$ cat src/rtl/nbldpc_ctrl_pkg.sv
// Shared sequencing constants and state encoding for the GF16 NB-LDPC decoder control path.
// latency: n/a; backpressure: n/a.
package nbldpc_ctrl_pkg;

    localparam int COUNT_LEN_DEF = 13;
    localparam int N_COLS_DEF    = 384;
    localparam int N_ROWS_DEF    = 192;
    localparam int DC_LOG2_DEF   = 2;
    localparam int MAX_ITER_DEF  = 10;
    localparam int ITER_LEN_DEF  = 4;

    typedef enum logic [2:0] {
        IDLE,
        LOAD,
        PREP,
        DECODE,
        CHECK,
        DONE
    } ctrl_state_t;

endpackage

$ cat src/rtl/iteration_controller.sv
// Decoder sequencer: drives counter_block and maps its count to LLR load / check-edge addresses.
// latency: addresses are combinational from count, controls are registered; backpressure: none, CHECK waits on syndrome_valid.
module iteration_controller
    import nbldpc_ctrl_pkg::*;
#(
    parameter int COUNT_LEN = COUNT_LEN_DEF,
    parameter int N_COLS    = N_COLS_DEF,
    parameter int N_ROWS    = N_ROWS_DEF,
    parameter int DC_LOG2   = DC_LOG2_DEF,
    parameter int MAX_ITER  = MAX_ITER_DEF,
    parameter int ITER_LEN  = ITER_LEN_DEF
) (
    input  logic                         clk,
    input  logic                         reset,
    input  logic                         start,
    input  logic [COUNT_LEN-1:0]         count,
    input  logic                         syndrome_valid,
    input  logic                         syndrome_ok,
    output logic                         cnt_enable,
    output logic                         cnt_clear,
    output logic                         load_we,
    output logic [COUNT_LEN-1:0]         load_addr,
    output logic                         edge_valid,
    output logic [COUNT_LEN-DC_LOG2-1:0] row_addr,
    output logic [DC_LOG2-1:0]           edge_idx,
    output logic                         last_edge,
    output logic [ITER_LEN-1:0]          iter,
    output logic                         busy,
    output logic                         done,
    output logic                         converged
);

    localparam int DC          = 1 << DC_LOG2;
    localparam int LAST_EDGE_I = N_ROWS * DC - 1;

    localparam logic [COUNT_LEN-1:0] LAST_LOAD = COUNT_LEN'(N_COLS - 1);
    localparam logic [COUNT_LEN-1:0] LAST_EDGE = COUNT_LEN'(LAST_EDGE_I);
    localparam logic [ITER_LEN-1:0]  LAST_ITER = ITER_LEN'(MAX_ITER - 1);

    if (LAST_EDGE_I >= (1 << COUNT_LEN) || (N_COLS - 1) >= (1 << COUNT_LEN) ||
        MAX_ITER < 1 || MAX_ITER > (1 << ITER_LEN)) begin : g_param_check
        $error("iteration_controller: parameters do not fit COUNT_LEN/ITER_LEN");
    end

    ctrl_state_t         state_q, state_d;
    logic [ITER_LEN-1:0] iter_q, iter_d;
    logic                converged_q, converged_d;
    logic                cnt_enable_q, cnt_enable_d;
    logic                cnt_clear_q, cnt_clear_d;
    logic                load_we_q, load_we_d;
    logic                edge_valid_q, edge_valid_d;
    logic                busy_q, busy_d;
    logic                done_q, done_d;

    always_comb begin
        state_d     = state_q;
        iter_d      = iter_q;
        converged_d = converged_q;
        unique case (state_q)
            IDLE: begin
                if (start) begin
                    state_d     = LOAD;
                    iter_d      = '0;
                    converged_d = 1'b0;
                end
            end
            LOAD: begin
                if (count == LAST_LOAD) state_d = PREP;
            end
            PREP: begin
                state_d = DECODE;
                iter_d  = '0;
            end
            DECODE: begin
                if (count == LAST_EDGE) state_d = CHECK;
            end
            CHECK: begin
                if (syndrome_valid) begin
                    if (syndrome_ok) begin
                        converged_d = 1'b1;
                        state_d     = DONE;
                    end else if (iter_q == LAST_ITER) begin
                        converged_d = 1'b0;
                        state_d     = DONE;
                    end else begin
                        iter_d  = iter_q + ITER_LEN'(1);
                        state_d = DECODE;
                    end
                end
            end
            DONE:    state_d = IDLE;
            default: state_d = IDLE;
        endcase

        // Controls are registered from next-state so the async counter clear never glitches.
        cnt_enable_d = (state_d == LOAD) || (state_d == DECODE);
        cnt_clear_d  = !cnt_enable_d;
        load_we_d    = (state_d == LOAD);
        edge_valid_d = (state_d == DECODE);
        busy_d       = (state_d != IDLE);
        done_d       = (state_d == DONE);
    end

    always_ff @(posedge clk) begin
        if (reset) begin
            state_q      <= IDLE;
            iter_q       <= '0;
            converged_q  <= 1'b0;
            cnt_enable_q <= 1'b0;
            cnt_clear_q  <= 1'b1;
            load_we_q    <= 1'b0;
            edge_valid_q <= 1'b0;
            busy_q       <= 1'b0;
            done_q       <= 1'b0;
        end else begin
            state_q      <= state_d;
            iter_q       <= iter_d;
            converged_q  <= converged_d;
            cnt_enable_q <= cnt_enable_d;
            cnt_clear_q  <= cnt_clear_d;
            load_we_q    <= load_we_d;
            edge_valid_q <= edge_valid_d;
            busy_q       <= busy_d;
            done_q       <= done_d;
        end
    end

    assign cnt_enable = cnt_enable_q;
    assign cnt_clear  = cnt_clear_q;
    assign load_we    = load_we_q;
    assign load_addr  = count;
    assign edge_valid = edge_valid_q;
    assign row_addr   = count[COUNT_LEN-1:DC_LOG2];
    assign edge_idx   = count[DC_LOG2-1:0];
    assign last_edge  = edge_valid_q && (count == LAST_EDGE);
    assign iter       = iter_q;
    assign busy       = busy_q;
    assign done       = done_q;
    assign converged  = converged_q;

endmodule

$ cat config.mk
export PLATFORM = sky130hd
export DESIGN_NAME = iteration_controller
export DESIGN_NICKNAME = d
export VERILOG_FILES = /design/src/rtl/nbldpc_ctrl_pkg.sv /design/src/rtl/iteration_controller.sv
export SDC_FILE = /design/constraint.sdc
export NUM_CORES = 1
export LEC_CHECK = 0
export BUFFER_PORTS_ARGS = -buffer_cell sky130_fd_sc_hd__clkbuf_2
export CAP_MARGIN = 20
export CORE_ASPECT_RATIO = 1.4
export CORE_MARGIN = 1.5
export CORE_UTILIZATION = 38
export CTS_CLUSTER_SIZE = 10
export DETAILED_ROUTE_END_ITERATION = 8
export GPL_ROUTABILITY_DRIVEN = 0
export PLACE_DENSITY = 0.75
export SLEW_MARGIN = 20
export SYNTH_ARGS = -nofsm -noshare
export SYNTH_HDL_FRONTEND = slang
export SYNTH_SLANG_ARGS = --single-unit
export TNS_END_PERCENT = 20
$ cat constraint.sdc
create_clock -name clk -period 1.9 [get_ports clk]
set_input_delay 0.38 -clock clk [delete_from_list [all_inputs] [get_ports clk]]
set_output_delay 0.38 -clock clk [all_outputs]
set_load 0.02 [all_outputs]
Word-level counts from Yosys, hierarchy flattened --
Index checks and enable logic that the tools add are counted.
Word-level totals: register bits after elaboration 14, output and inout bits 38
Operators by class: muxes and demuxes 17, add/sub/neg operators 1, reduce and logical (&&, ||, !) cells 9, equal/unequal tests 15
Operators by type and width (number):
- two-way mux 3 bit | 6
- two-way mux 4 bit | 4
- case mux 3 bit (5 select lines) | 1
- == test 13 x 10 -> 1 bit, second input constant | 1
- == test 13 x 9 -> 1 bit, second input constant | 1
- case mux 4 bit (3 select lines) | 1
- == test 3 x 2 -> 1 bit, second input constant | 3
- inequality test 2 bit, second input constant | 4
- == test 3 x 1 -> 1 bit, second input constant | 2
- == test 3 bit, second input constant | 2
- nonzero test 3 bit | 2
- AND reduction 5 bit | 1
- adder 4 x 1 -> 4 bit, second input constant | 1
- == test 4 bit, second input constant | 1
- two-way mux 1 bit | 4
- AND reduction 4 bit | 1
- logical NOT 3 bit | 1
- inequality test 3 bit, second input constant | 1
- case mux 1 bit (2 select lines) | 1
- nonzero test 2 bit | 1
- logical AND 1 bit | 1
- logical NOT 1 bit | 1
- logical OR 1 bit | 1

Longest topological paths before layout --
Gate-level depths: netlist (run 1).
word-level depth 8, depth in mapped cells 7, depth with buffers taken out 7

Least setup slack after synthesis (run 1) --
OpenSTA, ideal clock, no wires.
path type input to output, start point input port count[11], end point output port last_edge, required time 1.520 ns, path buffers 0, path slack -0.187 ns, cell stages on the path 3, data arrival time 1.707 ns, cell sequence or4b_4 -> or4_4 -> nor2_1
On the way: longest elaborated chain between the ends 2
RTL lines:
- start: declaration | RTL line iteration_controller.sv:16 | input logic [COUNT_LEN-1:0] count,
- == test 13 x 10 -> 1 bit | RTL line iteration_controller.sv:135 | assign last_edge = edge_valid_q && (count == LAST_EDGE);
- logical AND 1 bit | RTL line iteration_controller.sv:135
- end: declaration | RTL line iteration_controller.sv:26 | output logic last_edge,
Every way passes these cells.

Final worst setup path (run 1) --
Same ends and word-level chain as after synthesis.

==> out/qor.yml, run 1 <==
outcome: "finished, violations left"
violations: "negative setup slack"
die_width_um: 44.4
holdWs_ps: 338
layout-drive-gt1-share_pct: 56.4
cts_tree: "yes"
fillers: 214
netSwitchingFraction_pct: 30.4
avgSynthCellArea_um2: 8.70
clockPowerShare_pct: 31.0
finalClockSkew_ps: 2.15
period_minus_slack_ps: 2090
htreeDepth: 1
min_to: "state_q[0]$_SDFF_PP0_"
ys_ff_latch: 14
synth_seq_area_share_pct: 30.7
setup_slack_ps: -192
grt_max_degree: 13
max-vdd-ir-drop_uv: 213
grt_pass1_wl_um: 3030
min_path_type: "in -> reg"
power.internal_mw: 0.489
cts_root_buf: "clkbuf_4"
clock_latency_ps: 290
via_per_inst: 5.16
cts.sinks: 14
synth_top_area_share_pct: 30.7
ioPinCount: 56
fin_crit_sh_pct: 110
syn_nets: 125
grt_overflow: 0
cts_buffer_depth: 2
postCtsHoldBufs: 0
ys_warn_count: 0
synthCells: 105
cp_max_fo: 3
power_mw: 0.703
clk_pin_slew_ps: 80
num_vias: 882
rsz0062_at_grt: "yes"
synth_area_leaders: "dfxtp_1, buf_4, nor2_1"
p_switching_mw: 0.213
ys_types: 34
worstRegToRegCells: 8
r2r_end: "load_we$_SDFF_PP0_"
fin_nets: 170
cts_inserted_buffers: 3
ant_nets: 0
synthArstFlopShare_pct: 0
coreArea_um2: 2230
min_from: "reset"
dp.cells: 167
antenna_found_initial: 0
pwr-share-comb_pct: 25.1
drtIter0Drc: 6
cp-end-kind: "output port"
synthFlopType: "dfxtp_1"
drv_slew: 0
final_cells: 171
rows: 20
cp-start-kind: "input pin"
synth_edf_count: 0
wirelength_um: 1880
max_cap_violations: 0
port_buffers: 55
grt_pass1_vias: 767
drc_errors: 0
synth_top_cell_by_area: "dfxtp_1"
post_drt_wl_per_cell_um: 11.0
area_delta_synth_final_pct: 29.5
fmax_mhz: 478
dpl.hpwl_um: 1570
whs_path_depth: 2
r2r_start: "iter[1]$_SDFFE_PP0P_"
arrival_ps: 1710
die-area_um2: 2710
mostFrequentLayoutCell: "clkbuf_2"
p_per_area_nw_per_um2: 594
ff2ff_setup_slack_ps: 100
dr.pass1.iters: 6
initial_utilization_pct: 41.0
die-height_um: 61.0
tightest_slew_ps: 425
required_ps: 1520
final-hold-violation-count: 0
antennaDiodeCount: 0
power_frac_seq_pct: 43.9
setup_viol: 1
final_cell_mix: "clkbuf_2, dfxtp_1, buf_4, nor2_1, inv_1"
critPathKind: "in -> out"
syn_area_um2: 913
power.leakage_nw: 0.566
grt_usage_pct: 15.5
slew_headroom_pct: 71.7
[power by group through the flow]
stage / registers (mW) / clock network [mW] / logic, mW
floorplan: 0.326 / 0 / 0.121
global placement: 0.315 / 0 / 0.174
detailed placement: 0.316 / 0 / 0.176
CTS: 0.309 / 0.224 / 0.177
global route: 0.310 / 0.232 / 0.190
finish: 0.309 / 0.218 / 0.176
[area by class of cell]
class	count	area, um2	share of cell area, %
Tap cell	22	27.5	2.33
Timing Repair Buffer	68	383	32.4
Inverter	5	18.8	1.59
Multi-Input combinational cell	58	437	36.9
Clock buffer	4	36.3	3.07
Sequential cell	14	280	23.7
[what timing repair did]
item / 4_1_cts / 5_1_grt
buffers inserted: 0 / 0
gates resized for setup: 3 / 2
endpoints found under the setup margin: 2 / 5
[cell families (layout without fill, tap and decap cells)]
logic type	Yosys count	count (layout)	share of synthesized area, %
flops	14	14	30.7
buf+inv	33	77	24.2
compound gates	15	15	12.2
mux	1	1	1.10
simple gates	37	37	26.2
fa+ha+maj	2	2	2.74
xor+xnor	3	3	2.88
[sequential cells by signal, indices dropped and copies added (netlist names)]
name	count
busy	1
cnt_clear	1
cnt_enable	1
converged	1
done	1
edge_valid	1
iter	4
load_we	1
state_q	3
[synth_stat cells, types with 2 or more instances]
cell and instances:
dfxtp_1 14, nand2_1 3, o21bai_1 3, buf_4 26, xnor2_1 3, a21oi_2 2, nand3b_1 3, ha_1 2
inv_1 5, nor2b_1 2, a21oi_1 2, nand3_1 3, nor3_1 4, nand4_1 2, clkbuf_1 2, or4_4 2
nor2_1 10
[how the worst max path moves through the flow]
stage | from | to | slack, ps | cells after the start
global route | count[11] | last_edge | -250 | 5
finish | count[11] | last_edge | -190 | 5
CTS | count[11] | last_edge | -220 | 5
floorplan | count[11] | last_edge | -20 | 3
detailed placement | count[11] | load_we$_SDFF_PP0_ | -270 | 6
global placement | count[11] | edge_valid$_SDFF_PP0_ | -230 | 7
[critical path, cell delays in order]
cell and delay [ps]:
clkbuf_2 100, or4b_4 540, or4_4 450, nor2_4 130, buf_8 110
[per-stage QoR]
stage	TNS (ps)	worst slack [ps]	util (%)	cell area (um2)
floorplan	-25.0	-15.5	-	933
global placement	-1400	-229	50.8	1130
detailed placement	-1680	-274	50.8	1130
CTS	-220	-220	52.8	1180
global route	-343	-247	53.1	1180
finish	-192	-192	53.1	1180
[layer usage]
metal	wire length, um	up-vias	track usage (%)
met1	637	394	14.1
met4	63	0	10.4
met2	1030	50	30.9
met5	0	-	0
li1	-	433	-
met3	148	5	1.76
(Power assumes the default switching activity.)
==> run 2, diff against run 1 <==
- CELL_PAD_IN_SITES_DETAIL_PLACEMENT: not set -> 1
- CELL_PAD_IN_SITES_GLOBAL_PLACEMENT: not set -> 2
- CORE_ASPECT_RATIO: 1.4 -> 0.8
- CORE_UTILIZATION: 38 -> 20
- PLACE_DENSITY: 0.75 -> not set
- PLACE_DENSITY_LB_ADDON: not set -> 0.1
==> run 2 against run 1 <==
The flow still finishes with violations (negative setup slack). Register-to-register slack gained 50 ps. Via count grew 0.45%. Combinational power grew 9.7%. Routed wire length grew 36%. Global-route usage shrank 4.3 points. Sequential power is essentially flat. Highest routed layer unchanged.
==> out/qor.yml, run 2 (same netlist as run 1, synthesis figures left out) <==
max-vdd-ir-drop_uv: 243
power.leakage_nw: 0.615
holdWs_ps: 410
cts.sinks: 14
mostFrequentLayoutCell: "clkbuf_2"
initial_utilization_pct: 21.3
fin_area_um2: 1310
min_to: "state_q[0]$_SDFF_PP0_"
whs_path_depth: 2
outcome: "finished, violations left"
cts_inserted_buffers: 3
fin_nets: 179
r2r_start: "iter[1]$_SDFFE_PP0P_"
postCtsHoldBufs: 0
ioPinCount: 56
drv_slew: 0
coreArea_um2: 4280
antennaDiodeCount: 0
finalClockSkew_ps: 6.18
power_mw: 0.745
tightest_slew_ps: 348
final_cell_mix: "clkbuf_2, buf_4, dfxtp_1, nor2_1, inv_1"
violations: "negative setup slack"
die_width_um: 78.6
rsz0062_at_grt: "yes"
area_delta_synth_final_pct: 43.6
grt_usage_pct: 11.2
cts_tree: "yes"
cts_buffer_depth: 2
cts_root_buf: "clkbuf_8"
largest_register_ffs: 4
setup_viol: 4
port_buffers: 55
grt_pass1_wl_um: 4330
layout-drive-gt1-share_pct: 59.9
fmax_mhz: 469
p_per_area_nw_per_um2: 568
dr.pass1.iters: 4
dp.cells: 210
ff2ff_setup_slack_ps: 150
drtIter0Drc: 45
cp-end-kind: "output port"
setup_slack_ps: -231
antenna_found_initial: 0
slew_headroom_pct: 76.6
grt_pass1_vias: 901
grt_max_degree: 9
tns_ps: -417
via_per_inst: 4.14
arrival_ps: 1750
drc_errors: 0
clock_latency_ps: 250
rows: 21
die-area_um2: 4980
max_cap_violations: 0
clk_pin_slew_ps: 60
htreeDepth: 1
wirelength_um: 2560
period_minus_slack_ps: 2130
cp-startpoint: "count[10]"
die-height_um: 63.4
worstRegToRegCells: 8
grt_overflow: 0
ant_nets: 0
critPathKind: "in -> out"
min_from: "reset"
cp_max_fo: 2
r2r_end: "iter[2]$_SDFFE_PP0P_"
num_vias: 886
required_ps: 1520
post_drt_wl_per_cell_um: 12.0
min_path_type: "in -> reg"
dpl-instance-area_um2: 1230
final-hold-violation-count: 0
dpl.hpwl_um: 2210
final_cells: 214
fin_crit_sh_pct: 112
cp-start-kind: "input pin"
==> run 2: how the worst max path moves through the flow <==
stage / end / slack [ps]
6_report: last_edge / -230
5_1_grt: last_edge / -250
4_1_cts: last_edge / -240
3_5_place_dp: last_edge / -250
3_3_place_gp: last_edge / -230
2_1_floorplan: last_edge / -20
==> run 2: power breakdown <==
part | internal [mW] | leakage [nW] | switching (mW)
sequential | 0.304 | 0.114 | 0.00543
combinational | 0.0785 | 0.479 | 0.115
clock | 0.140 | 0.0216 | 0.102
==> run 2: layer usage <==
| metal | share of wire (%) | GRT usage (%) |
|---|---|---|
| met1 | 48 | 15.3 |
| met2 | 42 | 15.6 |
| met3 | 8.8 | 4.35 |
| met4 | 1.1 | 4.02 |
| met5 | 0 | 0 |
==> run 2: worst max-delay path, cell delays in order <==
cell	delay (ps)
buf_6	90
or4b_4	540
or4_4	520
nor2_4	110
buf_8	110
==> run 2: layout make-up <==
| type | instances | area (um2) |
|---|---|---|
| flip-flops and latches | 14 | 280 |
| fillers | 539 | 2970 |
| repair buffers | 77 | 457 |
| well taps | 57 | 71.3 |
| clock buffers | 3 | 41.3 |
| inverters | 5 | 18.8 |
| multi-input cells | 58 | 443 |
==> run 2: timing repair <==
action / CTS / global route
gates resized for setup: 3 / 5
gates cloned: 0 / 0
buffers inserted: 0 / 1
setup endpoints to repair: 2 / 4
pin swaps: 0 / 5
==> run 2: stage by stage <==
stage / worst slack, ps / utilization (%)
after global routing: -254 / 30.6
after detailed placement: -255 / 28.8
after global placement: -231 / 28.8
after CTS: -238 / 30.0
after floorplan: -15.5 / -
final: -231 / 30.6
